[config.mk]
export PLATFORM = sky130hd
export DESIGN_NAME = regfile_wb_arbiter_flat
export DESIGN_NICKNAME = d
export VERILOG_FILES = /design/src/rtl/regfile_wb_arbiter_if.sv /design/src/rtl/regfile_wb_arbiter.sv /design/src/flat_wrapper.sv
export SDC_FILE = /design/constraint.sdc
export NUM_CORES = 1
export LEC_CHECK = 0
export BUFFER_PORTS_ARGS = -buffer_cell sky130_fd_sc_hd__buf_2
export CORE_MARGIN = 4
export CORE_UTILIZATION = 39
export CTS_BUF_LIST = sky130_fd_sc_hd__clkbuf_4
export DETAILED_ROUTE_END_ITERATION = 7
export HOLD_SLACK_MARGIN = 0.15
export PLACE_DENSITY = 0.8
export SLEW_MARGIN = 20
export SYNTH_ARGS = -nofsm -noshare
export SYNTH_HDL_FRONTEND = slang
export SYNTH_SLANG_ARGS = --single-unit
[constraint.sdc]
create_clock -name clk -period 1.85 [get_ports clk]
set_input_delay 0.37 -clock clk [delete_from_list [all_inputs] [get_ports clk]]
set_output_delay 0.37 -clock clk [all_outputs]
set_load 0.005 [all_outputs]
[src/rtl/regfile_wb_arbiter_if.sv]
// Writeback bus between the two writeback sources, the arbiter and reg_file.
// The slave modport is the arbiter's view. The master modport is the datapath/reg_file side.
interface regfile_wb_arbiter_if #(
    parameter int WIDTH = 32,
    parameter int DEPTH = 5,
    parameter int CNT_W = 16
);
    localparam int NREGS = 1 << DEPTH;

    logic             hold;
    logic             alu_valid;
    logic [DEPTH-1:0] alu_rd;
    logic [WIDTH-1:0] alu_data;
    logic             alu_ready;
    logic             mem_valid;
    logic [DEPTH-1:0] mem_rd;
    logic [WIDTH-1:0] mem_data;
    logic             mem_ready;
    logic             wr;
    logic [DEPTH-1:0] write_register;
    logic [WIDTH-1:0] write_data;
    logic [NREGS-1:0] pending_mask;
    logic [CNT_W-1:0] contention_cnt;

    modport slave (
        input  hold,
        input  alu_valid, alu_rd, alu_data,
        output alu_ready,
        input  mem_valid, mem_rd, mem_data,
        output mem_ready,
        output wr, write_register, write_data,
        output pending_mask, contention_cnt
    );

    modport master (
        output hold,
        output alu_valid, alu_rd, alu_data,
        input  alu_ready,
        output mem_valid, mem_rd, mem_data,
        input  mem_ready,
        input  wr, write_register, write_data,
        input  pending_mask, contention_cnt
    );
endinterface

[src/rtl/regfile_wb_arbiter.sv]
// Round-robin arbiter sharing the reg_file write port between ALU and load writeback.
// The winner is registered one cycle ahead of the reg_file write. Writes to x0 are dropped.
module regfile_wb_arbiter #(
    parameter int WIDTH = 32,
    parameter int DEPTH = 5,
    parameter int CNT_W = 16
) (
    input  logic                 clk,
    input  logic                 rst,
    regfile_wb_arbiter_if.slave  bus
);
    localparam int NREGS = 1 << DEPTH;

    typedef enum logic {
        PRIO_ALU = 1'b0,
        PRIO_MEM = 1'b1
    } prio_e;

    prio_e            prio_q, prio_d;
    logic             wr_q, wr_d;
    logic [DEPTH-1:0] write_register_q, write_register_d;
    logic [WIDTH-1:0] write_data_q, write_data_d;
    logic [CNT_W-1:0] contention_cnt_q, contention_cnt_d;

    logic grant_alu, grant_mem, accept_ok, contend;
    logic alu_ready, mem_ready;

    always_comb begin
        contend   = bus.alu_valid & bus.mem_valid;
        // Readies stay low while reset is held, so nothing is accepted until it is released.
        accept_ok = ~bus.hold & ~rst;
        grant_alu = bus.alu_valid & (~bus.mem_valid | (prio_q == PRIO_ALU));
        grant_mem = bus.mem_valid & (~bus.alu_valid | (prio_q == PRIO_MEM));
        alu_ready = grant_alu & accept_ok;
        mem_ready = grant_mem & accept_ok;
    end

    always_comb begin
        prio_d           = prio_q;
        wr_d             = 1'b0;
        write_register_d = write_register_q;
        write_data_d     = write_data_q;
        contention_cnt_d = contention_cnt_q;

        // The side that lost this contention gets priority next time.
        if (contend && accept_ok) begin
            prio_d = grant_alu ? PRIO_MEM : PRIO_ALU;
        end

        if (alu_ready) begin
            write_register_d = bus.alu_rd;
            write_data_d     = bus.alu_data;
            wr_d             = |bus.alu_rd;
        end else if (mem_ready) begin
            write_register_d = bus.mem_rd;
            write_data_d     = bus.mem_data;
            wr_d             = |bus.mem_rd;
        end

        if (contend && !bus.hold && (contention_cnt_q != {CNT_W{1'b1}})) begin
            contention_cnt_d = contention_cnt_q + 1'b1;
        end
    end

    always_ff @(posedge clk or posedge rst) begin
        if (rst) begin
            prio_q           <= PRIO_ALU;
            wr_q             <= 1'b0;
            write_register_q <= '0;
            write_data_q     <= '0;
            contention_cnt_q <= '0;
        end else begin
            prio_q           <= prio_d;
            wr_q             <= wr_d;
            write_register_q <= write_register_d;
            write_data_q     <= write_data_d;
            contention_cnt_q <= contention_cnt_d;
        end
    end

    assign bus.alu_ready      = alu_ready;
    assign bus.mem_ready      = mem_ready;
    assign bus.wr             = wr_q;
    assign bus.write_register = write_register_q;
    assign bus.write_data     = write_data_q;
    assign bus.contention_cnt = contention_cnt_q;

    // One bit per register so hazard logic can see the in-flight destination.
    generate
        for (genvar gi = 0; gi < NREGS; gi++) begin : g_pending
            assign bus.pending_mask[gi] = wr_q & (write_register_q == DEPTH'(gi));
        end
    endgenerate

    ap_one_ready: assert property (@(posedge clk) disable iff (rst) !(alu_ready && mem_ready));

endmodule

[src/flat_wrapper.sv]
// flat-port wrapper written by rule: the top's interface ports become plain ports
module regfile_wb_arbiter_flat 
#(
    parameter int WIDTH = 32,
    parameter int DEPTH = 5,
    parameter int CNT_W = 16
)
  (clk, rst, bus_hold, bus_alu_valid, bus_alu_rd, bus_alu_data, bus_alu_ready, bus_mem_valid, bus_mem_rd, bus_mem_data, bus_mem_ready, bus_wr, bus_write_register, bus_write_data, bus_pending_mask, bus_contention_cnt);
  regfile_wb_arbiter_if #(.WIDTH(WIDTH), .DEPTH(DEPTH), .CNT_W(CNT_W)) bus_i ();
  input  logic clk;
  input  logic rst;
  input wire logic [$bits(bus_i.hold)-1:0] bus_hold;
  input wire logic [$bits(bus_i.alu_valid)-1:0] bus_alu_valid;
  input wire logic [$bits(bus_i.alu_rd)-1:0] bus_alu_rd;
  input wire logic [$bits(bus_i.alu_data)-1:0] bus_alu_data;
  output wire logic [$bits(bus_i.alu_ready)-1:0] bus_alu_ready;
  input wire logic [$bits(bus_i.mem_valid)-1:0] bus_mem_valid;
  input wire logic [$bits(bus_i.mem_rd)-1:0] bus_mem_rd;
  input wire logic [$bits(bus_i.mem_data)-1:0] bus_mem_data;
  output wire logic [$bits(bus_i.mem_ready)-1:0] bus_mem_ready;
  output wire logic [$bits(bus_i.wr)-1:0] bus_wr;
  output wire logic [$bits(bus_i.write_register)-1:0] bus_write_register;
  output wire logic [$bits(bus_i.write_data)-1:0] bus_write_data;
  output wire logic [$bits(bus_i.pending_mask)-1:0] bus_pending_mask;
  output wire logic [$bits(bus_i.contention_cnt)-1:0] bus_contention_cnt;
  assign bus_i.hold = bus_hold;
  assign bus_i.alu_valid = bus_alu_valid;
  assign bus_i.alu_rd = bus_alu_rd;
  assign bus_i.alu_data = bus_alu_data;
  assign bus_alu_ready = bus_i.alu_ready;
  assign bus_i.mem_valid = bus_mem_valid;
  assign bus_i.mem_rd = bus_mem_rd;
  assign bus_i.mem_data = bus_mem_data;
  assign bus_mem_ready = bus_i.mem_ready;
  assign bus_wr = bus_i.wr;
  assign bus_write_register = bus_i.write_register;
  assign bus_write_data = bus_i.write_data;
  assign bus_pending_mask = bus_i.pending_mask;
  assign bus_contention_cnt = bus_i.contention_cnt;
  regfile_wb_arbiter #(.WIDTH(WIDTH), .DEPTH(DEPTH), .CNT_W(CNT_W)) u_core (.clk(clk), .rst(rst), .bus(bus_i));
endmodule
Word level (Yosys, flattened, before mapping):

Cells that the tools add are included.

* add/subtract/negate cells: 1
* eq/ne operators: 32
* mux-type cells: 7
* bitwise logic cells: 45
* reductions and logical operators: 8

Operators by type and width (number)
* equality test 5 bit (second input constant): 16
* two-way mux 32 bit: 2
* equality test 5 x 4 -> 1 bit (second input constant): 8
* bitwise AND 1 bit: 38
* equality test 5 x 3 -> 1 bit (second input constant): 4
* adder 16 x 1 -> 16 bit (second input constant): 1
* inequality test 16 bit (second input constant): 1
* equality test 5 x 2 -> 1 bit (second input constant): 2
* two-way mux 5 bit: 2
* OR reduction 5 bit: 2
* equality test 5 x 1 -> 1 bit (second input constant): 1
* zero test 5 bit: 1
* inverter 1 bit: 5
* logical AND 1 bit: 3
* two-way mux 1 bit: 3
* OR 1 bit: 2
* nonzero test 2 bit: 1
* zero test 1 bit: 1

* flip-flop bits (word level): 55
* output and inout bits: 88
* word-level logic and storage cells: 98

Depth between registers and ports, before layout:

* depth after elaboration: 6
* mapped depth: 6

Worst setup path after synthesis:

OpenSTA, ideal clock, no wires.

* kind: register -> register
* from: register u_core.contention_cnt_q[12] (netlist: u_core.bus.contention_cnt[12])
* to: register u_core.contention_cnt_q[9] (netlist: u_core.bus.contention_cnt[9])
* arrival: 1.356 ns
* data required time: 1.712 ns
* slack: 0.356 ns
* stages on the path, launching flop included: 6
* path buffers: 1
* clock period less this slack: 1.494 ns
* path through: dfrtp_1 nand4_1 nor4_2 buf_4 nor4_1 xor2_1

* cells in the longest elaborated chain, start to end: 2

RTL lines
* start: declaration: line regfile_wb_arbiter.sv:23 `logic [CNT_W-1:0] contention_cnt_q, contention_cnt_d;`
* start signal: assignment: line regfile_wb_arbiter.sv:77 `contention_cnt_q <= contention_cnt_d;`
* inequality test 16 bit: line regfile_wb_arbiter.sv:60 `if (contend && !bus.hold && (contention_cnt_q != {CNT_W{1'b1}})) begin`
* logical AND 1 bit: line regfile_wb_arbiter.sv:60

No other way between the ends.
A chain may end at the register's enable or synchronous reset.

Worst setup path in the final report:

* from: register u_core.write_register_q[4] (netlist: u_core.bus.write_register[4])
* to: output port bus_pending_mask[8]

* cells in the longest elaborated chain, start to end: 2

RTL lines
* start: declaration: line regfile_wb_arbiter.sv:21 `logic [DEPTH-1:0] write_register_q, write_register_d;`
* start signal: assignment: line regfile_wb_arbiter.sv:75 `write_register_q <= write_register_d;`
* equality test 5 x 4 -> 1 bit: line regfile_wb_arbiter.sv:91 `assign bus.pending_mask[gi] = wr_q & (write_register_q == DEPTH'(gi));`
* bitwise AND 1 bit: line regfile_wb_arbiter.sv:91
* end: declaration: line flat_wrapper.sv:24 `output wire logic [$bits(bus_i.pending_mask)-1:0] bus_pending_mask;`

No other way between the ends.

==> results_dict.tcl <==
set metrics [dict create \
    avgSynthCellArea_sq_um 9.68 \
    ys_seq_elements 55 \
    startpoint_type "register" \
    track_usage 0.186 \
    fp-row-count 30 \
    fin_nets 557 \
    synth_edf_count 0 \
    finish.utilization 0.582 \
    power_density_nw_per_um2 766 \
    setup_violations 0 \
    vias_per_cell 5.00 \
    grt_pass1_vias 2783 \
    port_buffers 166 \
    vias 2872 \
    outcome "completed" \
    maxCapViolCount 0 \
    cts_made_buffers 5 \
    netlist_instances 294 \
    synth_nets 374 \
    hold_path_class "input pin to register" \
    path_buf_inv 1 \
    slew_headroom 0.724 \
    holdPathStages 3 \
    yosys_warnings 0 \
    clock_latency_ns 0.36 \
    synth_cell_type_count 34 \
    worst_slew_pin_slew_ns 0.413 \
    worstPathArrival_ns 1.47 \
    cts_tree "yes" \
    antenna_left 0 \
    die_w_um 93.4 \
    ys_seq_area_frac 0.484 \
    p_leak_nw 2.35 \
    core_area_sq_um 6940 \
    holdWs_ns 0.236 \
    final_cell_mix "buf_2, dfrtp_1, nand2_1, o21ai_0, mux2i_1" \
    yosys.area.top_type "dfrtp_1" \
    antenna_found_initial 0 \
    cts_root_buf "clkbuf_4" \
    fp.dieArea_sq_um 8730 \
    crit_required_ns 1.48 \
    crit_path_end_kind "output pin" \
    pin_count 167 \
    crit_chain "nor2b_4 -> nand3b_1 -> nor3_1 -> buf_2" \
    diodes 0 \
    drtIter0Drc 109 \
    irDropWorstVdd_v 0.000499 \
    crit_fanout 4 \
    place_area_sq_um 3840 \
    critPathMaxStageDelay_ns 0.47 \
    grt.overflow.total 0 \
    fin_crit_sh 0.994 \
    netlist.area_leader.share 0.484 \
    area_delta_synth_final_pct 42.1 \
    gp_congestion 0.861 \
    synthArstFlopShare 1.00 \
    power.total_mw 3.10 \
    pre_cts_ws_ns 0.139 \
    cts_sinks 55 \
    drcViolationCount 0 \
    max_freq_ghz 0.544 \
    drtPass1Iterations 7 \
    cts.path.max_buffers 2 \
    slew_violations 0 \
    h-tree-depth 2 \
    min_period_ns 1.84 \
    crit_family "simple AND/OR/NAND/NOR gates" \
    wl_per_cell_um 14.4 \
    netlist_area_sq_um 2850 \
    cp.depth 4 \
    final_common_cell "buf_2" \
    setup_ws_ns 0.0115 \
    wl_um 8290 \
    hold_viol 0 \
    dp_hpwl_um 6520 \
    synth_ff_type "dfrtp_1" \
    yosys-top-cells-area "dfrtp_1, mux2i_1, o21ai_0, nand2_1, xor2_1" \
    finClkSkew_ns 0.0119 \
    fin_area_sq_um 4040 \
    clk_pin_slew_worst_paths_ns 0.14 \
    slowest_stage "dfrtp_2" \
    grt_max_degree 27 \
    drive_above_1_share 0.458 \
    grt_first_pass_wirelength_um 13200 \
    die_h_um 93.4 \
    critical_path_class "register to output pin" \
    start_util 0.410 \
    ff2ff_path_depth 5 \
    rsz0062_at_grt "true" \
]
[cell type report]
class,instances,area [sq um]
Clock buffer,5,37.5
Clock inverter,3,15.0
Fill cell,599,2900
Inverter,7,26.3
Multi-Input combinational cell,215,1410
Sequential cell,55,1380
Tap cell,96,120
Timing Repair Buffer,193,1050
[through the flow]
step | instances | TNS (ns)
2_1_floorplan | 294 | 0
3_3_place_gp | 553 | 0
3_5_place_dp | 553 | 0
4_1_cts | 568 | 0
5_1_grt | 574 | -0.801
6_report | 574 | 0
[tightest hold or removal path, delay by kind of cell]
kind                   cells  cell delay (ns)
AO/OA/AOI/OAI              1             0.06
buffers and inverters      2             0.14
[cells in the mapped netlist, drive strengths merged (3+ instances only)]
cell type and count:
dfrtp 55, nand2 41, o21ai 35, mux2i 32
nor2 28, xor2 16, nor3 12, clkbuf 10
nand3 8, nor4 8, buf 7, inv 7
nand4 6, a222oi 5, nand2b 5, nand3b 3
[state kept, by name (all words and copies together), names as in the netlist]
| name | count |
|---|---|
| u_core.bus.write_data | 32 |
| u_core.bus.write_register | 5 |
| u_core.prio_q | 1 |
| u_core.bus.contention_cnt | 16 |
| u_core.bus.wr | 1 |
[report_power, final]
part	leakage [nW]	total, mW	internal, mW	switching, mW
logic	1.63	0.961	0.500	0.461
clock network	0.0347	0.493	0.143	0.350
registers	0.689	1.64	1.42	0.225
[path summary, 6_finish.rpt]
path	endpoint	slack [ns]	startpoint
min in group asynchronous	u_core.bus.contention_cnt[4]$_DFFE_PP0P_	0.55	rst
max in group asynchronous	u_core.bus.write_register[1]$_DFFE_PP0P_	0.64	rst
max reg2reg	u_core.bus.contention_cnt[12]$_DFFE_PP0P_	0.19	u_core.bus.contention_cnt[0]$_DFFE_PP0P_
min reg2reg	u_core.bus.write_data[31]$_DFFE_PP0P_	0.49	u_core.bus.write_data[31]$_DFFE_PP0P_
max	bus_pending_mask[8]	0.01	u_core.bus.write_register[4]$_DFFE_PP0P_
min	u_core.bus.write_register[3]$_DFFE_PP0P_	0.24	bus_mem_rd[3]
[what timing repair did]
action | in CTS | in global routing
resized for setup | 7 | 4
pin swaps | 0 | 3
buffers inserted | 6 | 6
setup endpoints to repair | 27 | 20
hold buffers | 1 | 0
hold endpoints to repair | 19 | 0
[logic make-up (layout without fill, tap and decap cells)]
kind of cell	count (synthesis)	after routing	synth area share
fa+ha+maj	1	1	0.00440
xor+xnor	16	16	0.0493
compound gates	41	41	0.0818
buf+inv	24	208	0.0352
simple gates	124	124	0.229
mux	33	33	0.117
flops	55	55	0.484
[per-layer routing]
layer | routed length (um) | global-route usage | vias to the layer above | part of all wire
met5 | 0 | 0 | - | 0
met4 | 77 | 0.0379 | 0 | 0.0093
met3 | 741 | 0.0402 | 7 | 0.089
met2 | 4320 | 0.342 | 140 | 0.52
met1 | 3150 | 0.222 | 1326 | 0.38
li1 | - | - | 1399 | -
Power figures use the tool's default switching activity.
